[src/rtl/rom_loader.sv]
// Byte-stream ROM programmer: length, little-endian words, 8-bit checksum; holds the core in reset until verified.
// Optional inter-byte idle timeout enabled by defining ROM_LOADER_TIMEOUT_EN.
//
// state  | meaning
// S_LEN0 | waiting for low byte of word count
// S_LEN1 | waiting for high byte of word count
// S_DATA | assembling data bytes into 32-bit words
// S_CSUM | waiting for checksum byte
// S_DONE | image loaded and verified, core released
// S_ERR  | frame error, core held in reset
module rom_loader #(
  parameter int ADDR_W      = 12,
  parameter int DEPTH       = 4096,
  parameter int TIMEOUT_CYC = 100000
) (
  input  logic              clk,
  input  logic              rst,
  input  logic              in_valid,
  input  logic [7:0]        in_data,
  output logic              in_ready,
  input  logic              restart,
  output logic              rom_we,
  output logic [ADDR_W-1:0] rom_waddr,
  output logic [31:0]       rom_wdata,
  output logic              core_hold,
  output logic              done,
  output logic              err
);

  typedef enum logic [2:0] {
    S_LEN0, S_LEN1, S_DATA, S_CSUM, S_DONE, S_ERR
  } state_t;

  state_t              state, state_nx;
  logic                xfer;
  logic                timeout;
  logic                rearm;
  logic [7:0]          len_lo;
  logic [7:0]          sum;
  logic [15:0]         words_left;
  logic [1:0]          byte_idx;
  logic [23:0]         wbuf;
  logic [ADDR_W-1:0]   widx;
  logic [16:0]         count_in;

  assign xfer     = in_valid && in_ready;
  assign rearm    = restart && (state == S_DONE || state == S_ERR);
  assign count_in = {1'b0, in_data, len_lo};

`ifdef ROM_LOADER_TIMEOUT_EN
  localparam int TW = $clog2(TIMEOUT_CYC + 1);
  logic [TW-1:0] idle_cnt;

  // Down-counter reloaded on every byte; terminal count on an idle cycle trips the error.
  always_ff @(posedge clk) begin
    if (rst) begin
      idle_cnt <= TW'(TIMEOUT_CYC - 1);
    end else if (state == S_LEN0 || xfer) begin
      idle_cnt <= TW'(TIMEOUT_CYC - 1);
    end else if (idle_cnt != '0) begin
      idle_cnt <= idle_cnt - 1'b1;
    end
  end

  assign timeout = (state == S_LEN1 || state == S_DATA || state == S_CSUM) &&
                   !xfer && (idle_cnt == '0);
`else
  assign timeout = 1'b0;
`endif

  always_ff @(posedge clk) begin
    if (rst) state <= S_LEN0;
    else     state <= state_nx;
  end

  always_comb begin
    state_nx = state;
    case (state)
      S_LEN0: if (xfer) state_nx = S_LEN1;
      S_LEN1: begin
        if (xfer) begin
          if (count_in > 17'(DEPTH))   state_nx = S_ERR;
          else if (count_in == 17'd0)  state_nx = S_CSUM;
          else                         state_nx = S_DATA;
        end else if (timeout) begin
          state_nx = S_ERR;
        end
      end
      S_DATA: begin
        if (xfer && byte_idx == 2'd3 && words_left == 16'd1) state_nx = S_CSUM;
        else if (timeout)                                    state_nx = S_ERR;
      end
      S_CSUM: begin
        if (xfer)         state_nx = (in_data == sum) ? S_DONE : S_ERR;
        else if (timeout) state_nx = S_ERR;
      end
      S_DONE, S_ERR: if (restart) state_nx = S_LEN0;
      default: state_nx = S_LEN0;
    endcase
  end

  // Status outputs are registered from the next state so they track the FSM with no extra lag.
  always_ff @(posedge clk) begin
    if (rst) begin
      in_ready   <= 1'b1;
      core_hold  <= 1'b1;
      done       <= 1'b0;
      err        <= 1'b0;
      rom_we     <= 1'b0;
      rom_waddr  <= '0;
      rom_wdata  <= '0;
      sum        <= '0;
      len_lo     <= '0;
      words_left <= '0;
      byte_idx   <= '0;
      wbuf       <= '0;
      widx       <= '0;
    end else begin
      in_ready  <= (state_nx == S_LEN0) || (state_nx == S_LEN1) ||
                   (state_nx == S_DATA) || (state_nx == S_CSUM);
      done      <= (state_nx == S_DONE);
      err       <= (state_nx == S_ERR);
      core_hold <= (state_nx != S_DONE);
      rom_we    <= 1'b0;
      if (rearm) begin
        sum      <= '0;
        widx     <= '0;
        byte_idx <= '0;
      end else if (xfer) begin
        if (state != S_CSUM) sum <= sum + in_data;
        case (state)
          S_LEN0: len_lo <= in_data;
          S_LEN1: begin
            words_left <= count_in[15:0];
            byte_idx   <= '0;
            widx       <= '0;
          end
          S_DATA: begin
            byte_idx <= byte_idx + 1'b1;
            case (byte_idx)
              2'd0: wbuf[7:0]   <= in_data;
              2'd1: wbuf[15:8]  <= in_data;
              2'd2: wbuf[23:16] <= in_data;
              default: begin
                rom_we     <= 1'b1;
                rom_wdata  <= {in_data, wbuf};
                rom_waddr  <= widx;
                widx       <= widx + 1'b1;
                words_left <= words_left - 1'b1;
              end
            endcase
          end
          default: ;
        endcase
      end
    end
  end

endmodule

[config.mk]
export PLATFORM = sky130hd
export DESIGN_NAME = rom_loader
export DESIGN_NICKNAME = d
export VERILOG_FILES = /design/src/rtl/rom_loader.sv
export SDC_FILE = /design/constraint.sdc
export NUM_CORES = 1
export LEC_CHECK = 0
export ABC_AREA = 0
export ABC_CLOCK_PERIOD_IN_PS = 3000
export BUFFER_PORTS_ARGS = -buffer_cell sky130_fd_sc_hd__clkbuf_2
export CAP_MARGIN = 20
export CORE_MARGIN = 2
export CORE_UTILIZATION = 60
export DETAILED_ROUTE_END_ITERATION = 16
export PLACE_DENSITY = 0.81
export RECOVER_POWER = 50
export SLEW_MARGIN = 10
export SYNTH_ARGS = -nofsm -noshare
export SYNTH_HDL_FRONTEND = slang
export SYNTH_SLANG_ARGS = --single-unit
[constraint.sdc]
create_clock -name clk -period 3 [get_ports clk]
set_input_delay 0.15 -clock clk [delete_from_list [all_inputs] [get_ports clk]]
set_output_delay 0.15 -clock clk [all_outputs]
set_load 0.05 [all_outputs]
==> metrics.cfg, run 1 <==
[status]
outcome=completed

[sta]
setup_slack_ns=0.695
rsz0062_at_grt=false
relSlewSlack_pct=22.8
hold_violations=0
fin_crit_ns=2.31
fin_crit_sh_pct=76.8
setup_tns_ns=0
timing.fmax_ghz=0.434
worst_pin_slew_ns=1.15
fin_worst_skew_ns=0.00599
setup_violations=0
slew_violations=0

[route]
avgRoutedWirePerCell_um=15.9
drc=0
routed_wl_mm=13.3
drt.antenna.violating_nets=0
drt-initial-drc-count=370
first_pass_iters=5
vias=4993
vias_per_cell=5.97

[cells_and_area]
drive_above_1_share_pct=7.41
final_area_mm2=0.00622
postLayoutCoreUtil_pct=71.3
fin_cells=837
syn_to_final_growth_pct=14.8
diodes=0
fin_nets=745

[pwr]
irDropWorstVdd_uv=485
p_leak_nw=2.24
power_density_mw_per_mm2=659

[grt]
grt_pass1_vias=4646
grt_pass1_wl_mm=22.1
grt_max_degree=64
grt.total_usage_pct=28.2
antenna_found_initial=0
grt_remaining_overflow=0

[clock_tree]
cts.path.max_buffers=2
post_cts_buffers=0
cts_buffers=17
cts_resized=0
clkSlewWorstSetupHoldPaths_ns=0.06
cts_hold_buf=0
clock-root-buffer=clkbuf_8
cts.sinks=122
cts_tree=done
htree_levels=4
clk_latency_ns=0.52

[synthesis]
synth_area_per_cell_um2=8.01
yosys.area_share.simple_pct=25.9
synth_top_area_share_pct=45.1
synth-compound-area-share_pct=16.8
netlist_instances=676
synth_top_cells_by_area=dfxtp_1 45%, nand2_1 11%, a21oi_1 8.7%
ys_seq_elements=122
synth-async-reset-ratio_pct=0
synth-xor-area-share_pct=1.94
syn_area_mm2=0.00542
synth_top_family_by_area=simple AND/OR/NAND/NOR gates
synthAdderAreaFrac_pct=3.83
yosysSeqAreaShare_pct=45.1
synth_cell_types=56
yosysTopAreaCell=dfxtp_1
synth_common_cells=152 x nand2_1, 122 x dfxtp_1, 94 x a21oi_1
synth_mux_area_share_pct=1.85
ys_warn_count=0
yosysMostFrequentCell=nand2_1
synth-edff-count=0
synth_fp_nets=704
ys.flop_type=dfxtp_1

[die]
dieHeight_um=99.0
die-area_mm2=0.00981
rows=34
coreArea_mm2=0.00872
io_pins=61
initial_core_util_pct=62.1
die-width_um=99.0

[setup_path]
timing.critical_path.cells=or3b_1 > buf_4 > nor2_1 > buf_4 > nand2_1 > nand2_1 > a21oi_1
required_ns=3.37
crit_path_end_kind=register
path_class=register to register
cpMaxStageDelayCell=dfxtp_1
crit_path_max_incr_delay_ns=0.63
start_kind=register
crit_family=simple AND/OR/NAND/NOR gates
path_buf_inv=2
arrival_ns=2.68
worstPathMaxFanout=31

[min_path]
hold_path_class=primary input to register

[placement]
dp_slack_ns=0.772
post_dp_cell_area_mm2=0.00571
place_inst=806
place.gp.congestion=0.822
place_hpwl_mm=8.51
io_buffers=60

[job]
drv_cap=0

## worst register-to-register path, stage by stage (launching register included)
cell and delay, ns:
dfxtp_1 0.63, or3b_1 0.40, buf_4 0.24, nor2_1 0.12, buf_4 0.29, nand2_1 0.25, nand2_1 0.15, a21oi_1 0.09
## per-stage QoR
stage | hold WS [ns] | total power (W)
detailed placement | 0.447 | 0.00207
global placement | 0.442 | 0.00205
floorplan | 0.286 | 0.00198
CTS | 0.0357 | 0.00412
finish | 0.0601 | 0.00410
global route | 0.0574 | 0.00423
## cells in the final DEF, fill, tap and decap left out, types with 7 or more instances in the layout
| cell | count |
|---|---|
| a211oi_1 | 7 |
| a21oi_1 | 94 |
| clkbuf_1 | 51 |
| clkbuf_16 | 16 |
| clkbuf_2 | 11 |
| dfxtp_1 | 122 |
| ha_1 | 15 |
| inv_1 | 11 |
| mux2i_1 | 10 |
| nand2_1 | 152 |
| nand3_1 | 38 |
| nand4_1 | 9 |
| nor2_1 | 47 |
| nor3_1 | 11 |
| nor4_1 | 10 |
| o21ai_0 | 12 |
## logic make-up after synthesis
logic type,Yosys count
multiplexers,10
flip-flops,122
buffers and inverters,57
AND/OR/NAND/NOR,304
XOR/XNOR,12
AO/OA/AOI/OAI,155
adder cells (fa/ha/maj),16
## layer usage
layer  part of all wire [%]  track usage (%)  vias up
met3                    7.3             6.52       32
met4                    2.2             12.0        0
li1                       -                -     2429
met2                     49             47.1      195
met1                     41             35.0     2337
met5                      0                0        -
## where the power goes
group	internal [W]	switching [W]	total, W	leakage [nW]
Clock	0.00128	0.000781	0.00206	0.294
Combinational	0.000120	0.000223	0.000343	0.962
Sequential	0.00166	0.0000376	0.00170	0.987
## path summary, 6_finish.rpt
| path | to | cells past startpoint | from | slack, ns |
|---|---|---|---|---|
| worst max-delay path | wbuf[9] | 7 | state[1] | 0.69 |
| worst min-delay path | rom_wdata[24] | 3 | in_data[0] | 0.06 |
| worst max register to register | wbuf[9] | 7 | state[1] | 0.69 |
| worst min register to register | rom_wdata[2] | 2 | rom_wdata[2] | 0.45 |
## state kept, by name, indices dropped and copies added (netlist names), 2 cells and up
name        cells
len_lo          8
byte_idx        2
wbuf           24
state           3
rom_wdata      32
widx           12
rom_waddr      12
words_left     16
sum             8
## final cells by class
class / instances / area [um^2]
clock buffer: 17 / 414
clock inverter: 14 / 186
fill: 699 / 2500
inverter: 11 / 41.3
multi-input combinational: 497 / 2710
sequential: 122 / 2440
tap: 108 / 135
timing repair buffer: 68 / 289
No activity file was read; power rests on OpenSTA's default activity.
==> run 2, diff against run 1 <==
Settings changed: ABC_CLOCK_PERIOD_IN_PS 3000 to 2100, CORE_UTILIZATION 60 to 53, PLACE_DENSITY 0.81 to 0.76.
Clock period 3 ns to 2.1 ns, I/O delays scaled along.
==> run 2 against run 1 <==
- sequential cell count stayed put
- register-to-register slack got worse by 0.53 ns
- routed wire length is 1.2% higher
- sequential share of layout area shrank 1.2 points
- critical path type unchanged
- largest power group unchanged
==> metrics.cfg, run 2 (synthesized netlist as in run 1, its figures left out) <==
[cells_and_area]
reg_top3=rom_wdata x32, wbuf x24, words_left x16
syn_to_final_growth_pct=18.3
n_fill_cell=830
diodes=0
multi_input_area_mm2=0.00272
drive_above_1_share_pct=9.50
layout_common_cells=152 x nand2_1, 122 x dfxtp_1, 94 x a21oi_1, 52 x clkbuf_1, 47 x nor2_1
fin_nets=762
largest_register_ffs=32
regArea_mm2=0.00244
mostFrequentLayoutCell=nand2_1
regMostFlops=rom_wdata

[pwr]
p_leak_nw=2.29
irDropWorstVdd_uv=438
power_density_mw_per_mm2=910
p_total_w=0.00583

[setup_path]
crit_path_max_incr_delay_ns=0.44
arrival_ns=2.34
r2r-end=widx[11]
required_ns=2.50
timing.critical_path.cells=ha_1 > nand3b_2 > a211o_1 > buf_4 > nor4_1 > xnor2_1 > nor2_1
crit_family=simple AND/OR/NAND/NOR gates
path_buf_inv=1
rr_startpoint=byte_idx[0]
cpMaxStageDelayCell=dfxtp_1
worst-r2r-setup-slack_ns=0.16
crit_path_end_kind=register
crit_start=byte_idx[0]
reg2regPathDepth=7
worstSetupEndpoint=widx[11]
start_kind=register
worstPathMaxFanout=19
path_depth=7
path_class=register to register

[clock_tree]
htree_levels=4
cts_buffers=17
clock-root-buffer=clkbuf_8
cts_tree=done
cts.sinks=122
cts.path.max_buffers=2
clkSlewWorstSetupHoldPaths_ns=0.06
clk_latency_ns=0.52

[die]
dieHeight_um=105
rows=36
die-area_mm2=0.0110
die-width_um=105
io_pins=61
initial_core_util_pct=54.9
coreArea_mm2=0.00986

[route]
vias=4985
drt.antenna.violating_nets=0
avgRoutedWirePerCell_um=15.3
drt-initial-drc-count=304
first_pass_iters=5
vias_per_cell=5.66
routed_wl_mm=13.5
drc=0

[sta]
setup_slack_ns=0.161
setup_violations=0
setup_tns_ns=0
slew_violations=0
fin_crit_sh_pct=92.3
timing.fmax_ghz=0.516
hold_violations=0
worst_pin_slew_ns=0.621
relSlewSlack_pct=58.8
rsz0062_at_grt=false
fin_worst_skew_ns=0.00470
fin_crit_ns=1.94

[status]
outcome=completed

[placement]
place_hpwl_mm=8.73
place.gp.congestion=0.887
io_buffers=60
dp_slack_ns=0.0866

[grt]
grt_max_degree=99
grt_pass1_wl_mm=22.6
grt_pass1_vias=4734
grt.total_usage_pct=25.5
antenna_found_initial=0
grt_remaining_overflow=0

[min_path]
hold_path_class=primary input to register

[job]
drv_cap=0

[run 2: cell count changes in the layout (fill, tap and decap cells not counted), moves of 2 or more]
cell | before | now
inv_6 | 5 | 2
o21ai_1 | 5 | 7
buf_4 | 5 | 17
dlygate4sd3_1 | 0 | 2
nor3b_1 | 2 | 0
clkinvlp_4 | 0 | 4
clkinv_4 | 6 | 3
o21ai_0 | 12 | 10
clkbuf_8 | 1 | 4
buf_12 | 0 | 2
[run 2: layout make-up]
cell class,count,share of cell area [%]
Tap cell,133,2.60
Clock buffer,20,7.11
Timing Repair Buffer,85,6.95
Sequential cell,122,38.1
Inverter,11,0.644
Clock inverter,12,2.17
Multi-Input combinational cell,497,42.4
[run 2: worst reg2reg max path: cells and delay by family, from the launching register on]
kind | cells | cell delay [ns]
AOI/OAI and AO/OA | 1 | 0.29
adders and majority gates | 1 | 0.23
DFF | 1 | 0.44
buffers and inverters | 1 | 0.21
xor gates and xnor gates | 1 | 0.16
and+or+nand+nor | 3 | 0.50
[run 2: report_power, final]
part | leakage (nW) | total, W | internal, W | switching (W)
logic | 1.02 | 0.000523 | 0.000196 | 0.000327
registers | 0.987 | 0.00242 | 0.00237 | 0.0000487
clock network | 0.280 | 0.00289 | 0.00179 | 0.00110
[run 2: routing by layer]
metal / part of all wire [%] / vias to the layer above / GRT usage (%)
li1: - / 2458 / -
met1: 42 / 2298 / 30.7
met2: 48 / 195 / 42.6
met3: 6.5 / 34 / 6.80
met4: 2.8 / 0 / 11.1
met5: 0 / - / 0
[run 2: worst min-delay path by stage]
stage / from / end / cells after the start
6_report: restart / byte_idx[1] / 3
3_3_place_gp: rom_wdata[4] / rom_wdata[4] / 2
4_1_cts: restart / byte_idx[1] / 3
5_1_grt: restart / byte_idx[1] / 3
3_5_place_dp: wbuf[2] / wbuf[2] / 2
2_1_floorplan: in_data[0] / rom_wdata[24] / 2
[run 2: through the flow]
stage	util, %	hold WS, ns	area, um^2	std cells
6_report	65.0	0.0245	6410	880
2_1_floorplan	-	0.241	5420	676
4_1_cts	65.8	0.000540	6490	880
3_5_place_dp	59.6	0.447	5870	846
5_1_grt	65.0	0.0304	6410	880
3_3_place_gp	59.6	0.442	5870	846
[run 2: repair_timing]
item,4_1_cts,5_1_grt
setup buffers,0,0
setup endpoints to repair,0,4
endpoints found under the hold margin,4,0
gates resized for setup,0,4
hold buffers,2,0
==> run 3, diff against run 2 <==
Settings changed: PLACE_DENSITY 0.76 to 0.82.
==> run 3 against run 2 <==
- setup slack lost 0.021 ns
- total power grew 1.2%
- sequential power about the same
- worst hold slack hardly changed
- utilization increased by 0.23 points
- non-clock buffer count rose by 4
- routed wire length up 0.91%
- first-iteration DRC count grew 43%
- die area is the same
==> metrics.cfg, run 3 (synthesized netlist as in run 1, its figures left out) <==
[status]
outcome=completed

[setup_path]
worstPathMaxFanout=19
arrival_ns=2.36
reg2regPathDepth=7
path_class=register to register
rr_startpoint=byte_idx[0]
required_ns=2.50
r2r-end=widx[11]
start_kind=register
worst-r2r-setup-slack_ns=0.14
crit_path_end_kind=register

[clock_tree]
post_cts_buffers=0
cts_buffers=17
cts.path.max_buffers=2
cts_tree=done
htree_levels=4
clock-root-buffer=clkbuf_8
clkSlewWorstSetupHoldPaths_ns=0.06
cts.sinks=122
clk_latency_ns=0.53

[placement]
dp_slack_ns=0.128
place_hpwl_mm=9.21
place_inst=848
io_buffers=60
place.gp.congestion=0.860
post_dp_cell_area_mm2=0.00589

[die]
initial_core_util_pct=54.9
coreArea_mm2=0.00986
dieHeight_um=105
io_pins=61
die-area_mm2=0.0110
die-width_um=105
rows=36

[sta]
slew_violations=0
relSlewSlack_pct=57.3
rsz0062_at_grt=false
setup_violations=0
fin_crit_sh_pct=93.3
timing.fmax_ghz=0.510
setup_tns_ns=0
worst_pin_slew_ns=0.644
hold_violations=0
setup_slack_ns=0.140
fin_worst_skew_ns=0.00792
fin_crit_ns=1.96

[pwr]
irDropWorstVdd_uv=421
p_leak_nw=2.30
power_density_mw_per_mm2=917

[cells_and_area]
largest_register_ffs=32
regMostFlops=rom_wdata
syn_to_final_growth_pct=18.7
reg_top3=rom_wdata x32, wbuf x24, words_left x16
drive_above_1_share_pct=8.82
mostFrequentLayoutCell=nand2_1
diodes=0
layout_common_cells=152 x nand2_1, 121 x dfxtp_1, 94 x a21oi_1, 57 x clkbuf_1, 47 x nor2_1
fin_cells=881
final_area_mm2=0.00643
fin_nets=766
n_fill_cell=811

[min_path]
hold_path_class=primary input to register
whs_path_depth=3
hold_start=in_data[7]
hold_end=rom_wdata[31]

[route]
drt-initial-drc-count=436
vias=5112
first_pass_iters=5
drt.antenna.violating_nets=0
drc=0
wl_met1_mm=5.79
vias_per_cell=5.80
routed_wl_mm=13.6
wl_met3_um=812
dr_wl_met2_mm=6.74
avgRoutedWirePerCell_um=15.5
top_layer=met4

[grt]
grt_max_degree=47
grt_pass1_vias=4857
antenna_found_initial=0
grt_pass1_wl_mm=22.8
grt_remaining_overflow=0
grt.total_usage_pct=25.4

[job]
drv_cap=0

[run 3: cell types whose count changed in the layout (fill, tap and decap cells not counted), sizes merged]
cell	delta
clkbuf	+3
bufinv	+2
clkinvlp	-2
clkinv	-2
inv	-2
dlygate4sd3	+2
[run 3: worst max-delay path: stages (launching register included)]
cell and delay (ns):
dfxtp_1 0.42, ha_1 0.23, nand3b_2 0.11, a211o_1 0.29, buf_4 0.21, nor4_1 0.36
xnor2_1 0.16, nor2_1 0.05
[run 3: metrics by stage]
step | total power (W) | hold WS, ns | utilization [%]
finish | 0.00590 | 0.0245 | 65.2
floorplan | 0.00283 | 0.241 | -
CTS | 0.00591 | 0.00346 | 66.1
global route | 0.00609 | 0.0324 | 65.2
detailed placement | 0.00299 | 0.442 | 59.7
global placement | 0.00297 | 0.444 | 59.7
[run 3: layout make-up]
class | instances | area [um^2] | area share (%)
sequential | 122 | 2440 | 38.0
inverter | 11 | 41.3 | 0.642
clock buffer | 21 | 449 | 6.98
clock inverter | 8 | 145 | 2.26
multi-input combinational | 497 | 2720 | 42.2
tap | 133 | 166 | 2.59
timing repair buffer | 89 | 472 | 7.33
[run 3: layer usage]
| layer | vias to the layer above | global-route usage (%) |
|---|---|---|
| met5 | - | 0 |
| li1 | 2459 | - |
| met4 | 0 | 10.1 |
| met2 | 182 | 42.5 |
| met1 | 2435 | 30.8 |
| met3 | 36 | 7.24 |
[run 3: power by group]
part / internal, W / leakage (nW) / switching, W
logic: 0.000197 / 1.02 / 0.000331
registers: 0.00237 / 0.987 / 0.0000494
clock network: 0.00196 / 0.286 / 0.000987
[run 3: worst max path at each step]
stage	startpoint	to	slack (ns)	depth (start not counted)
after floorplan	in_ready	words_left[14]	0.05	5
after global placement	in_data[4]	err	0.13	7
after detailed placement	in_data[4]	err	0.13	7
after CTS	words_left[0]	words_left[14]	0.13	7
after global routing	byte_idx[0]	widx[11]	0.02	7
final	byte_idx[0]	widx[11]	0.14	7
[run 3: what timing repair did]
action / in CTS / in global routing
hold buffers: 4 / 0
endpoints found under the setup margin: 0 / 10
endpoints found under the hold margin: 8 / 0
resized for setup: 0 / 4
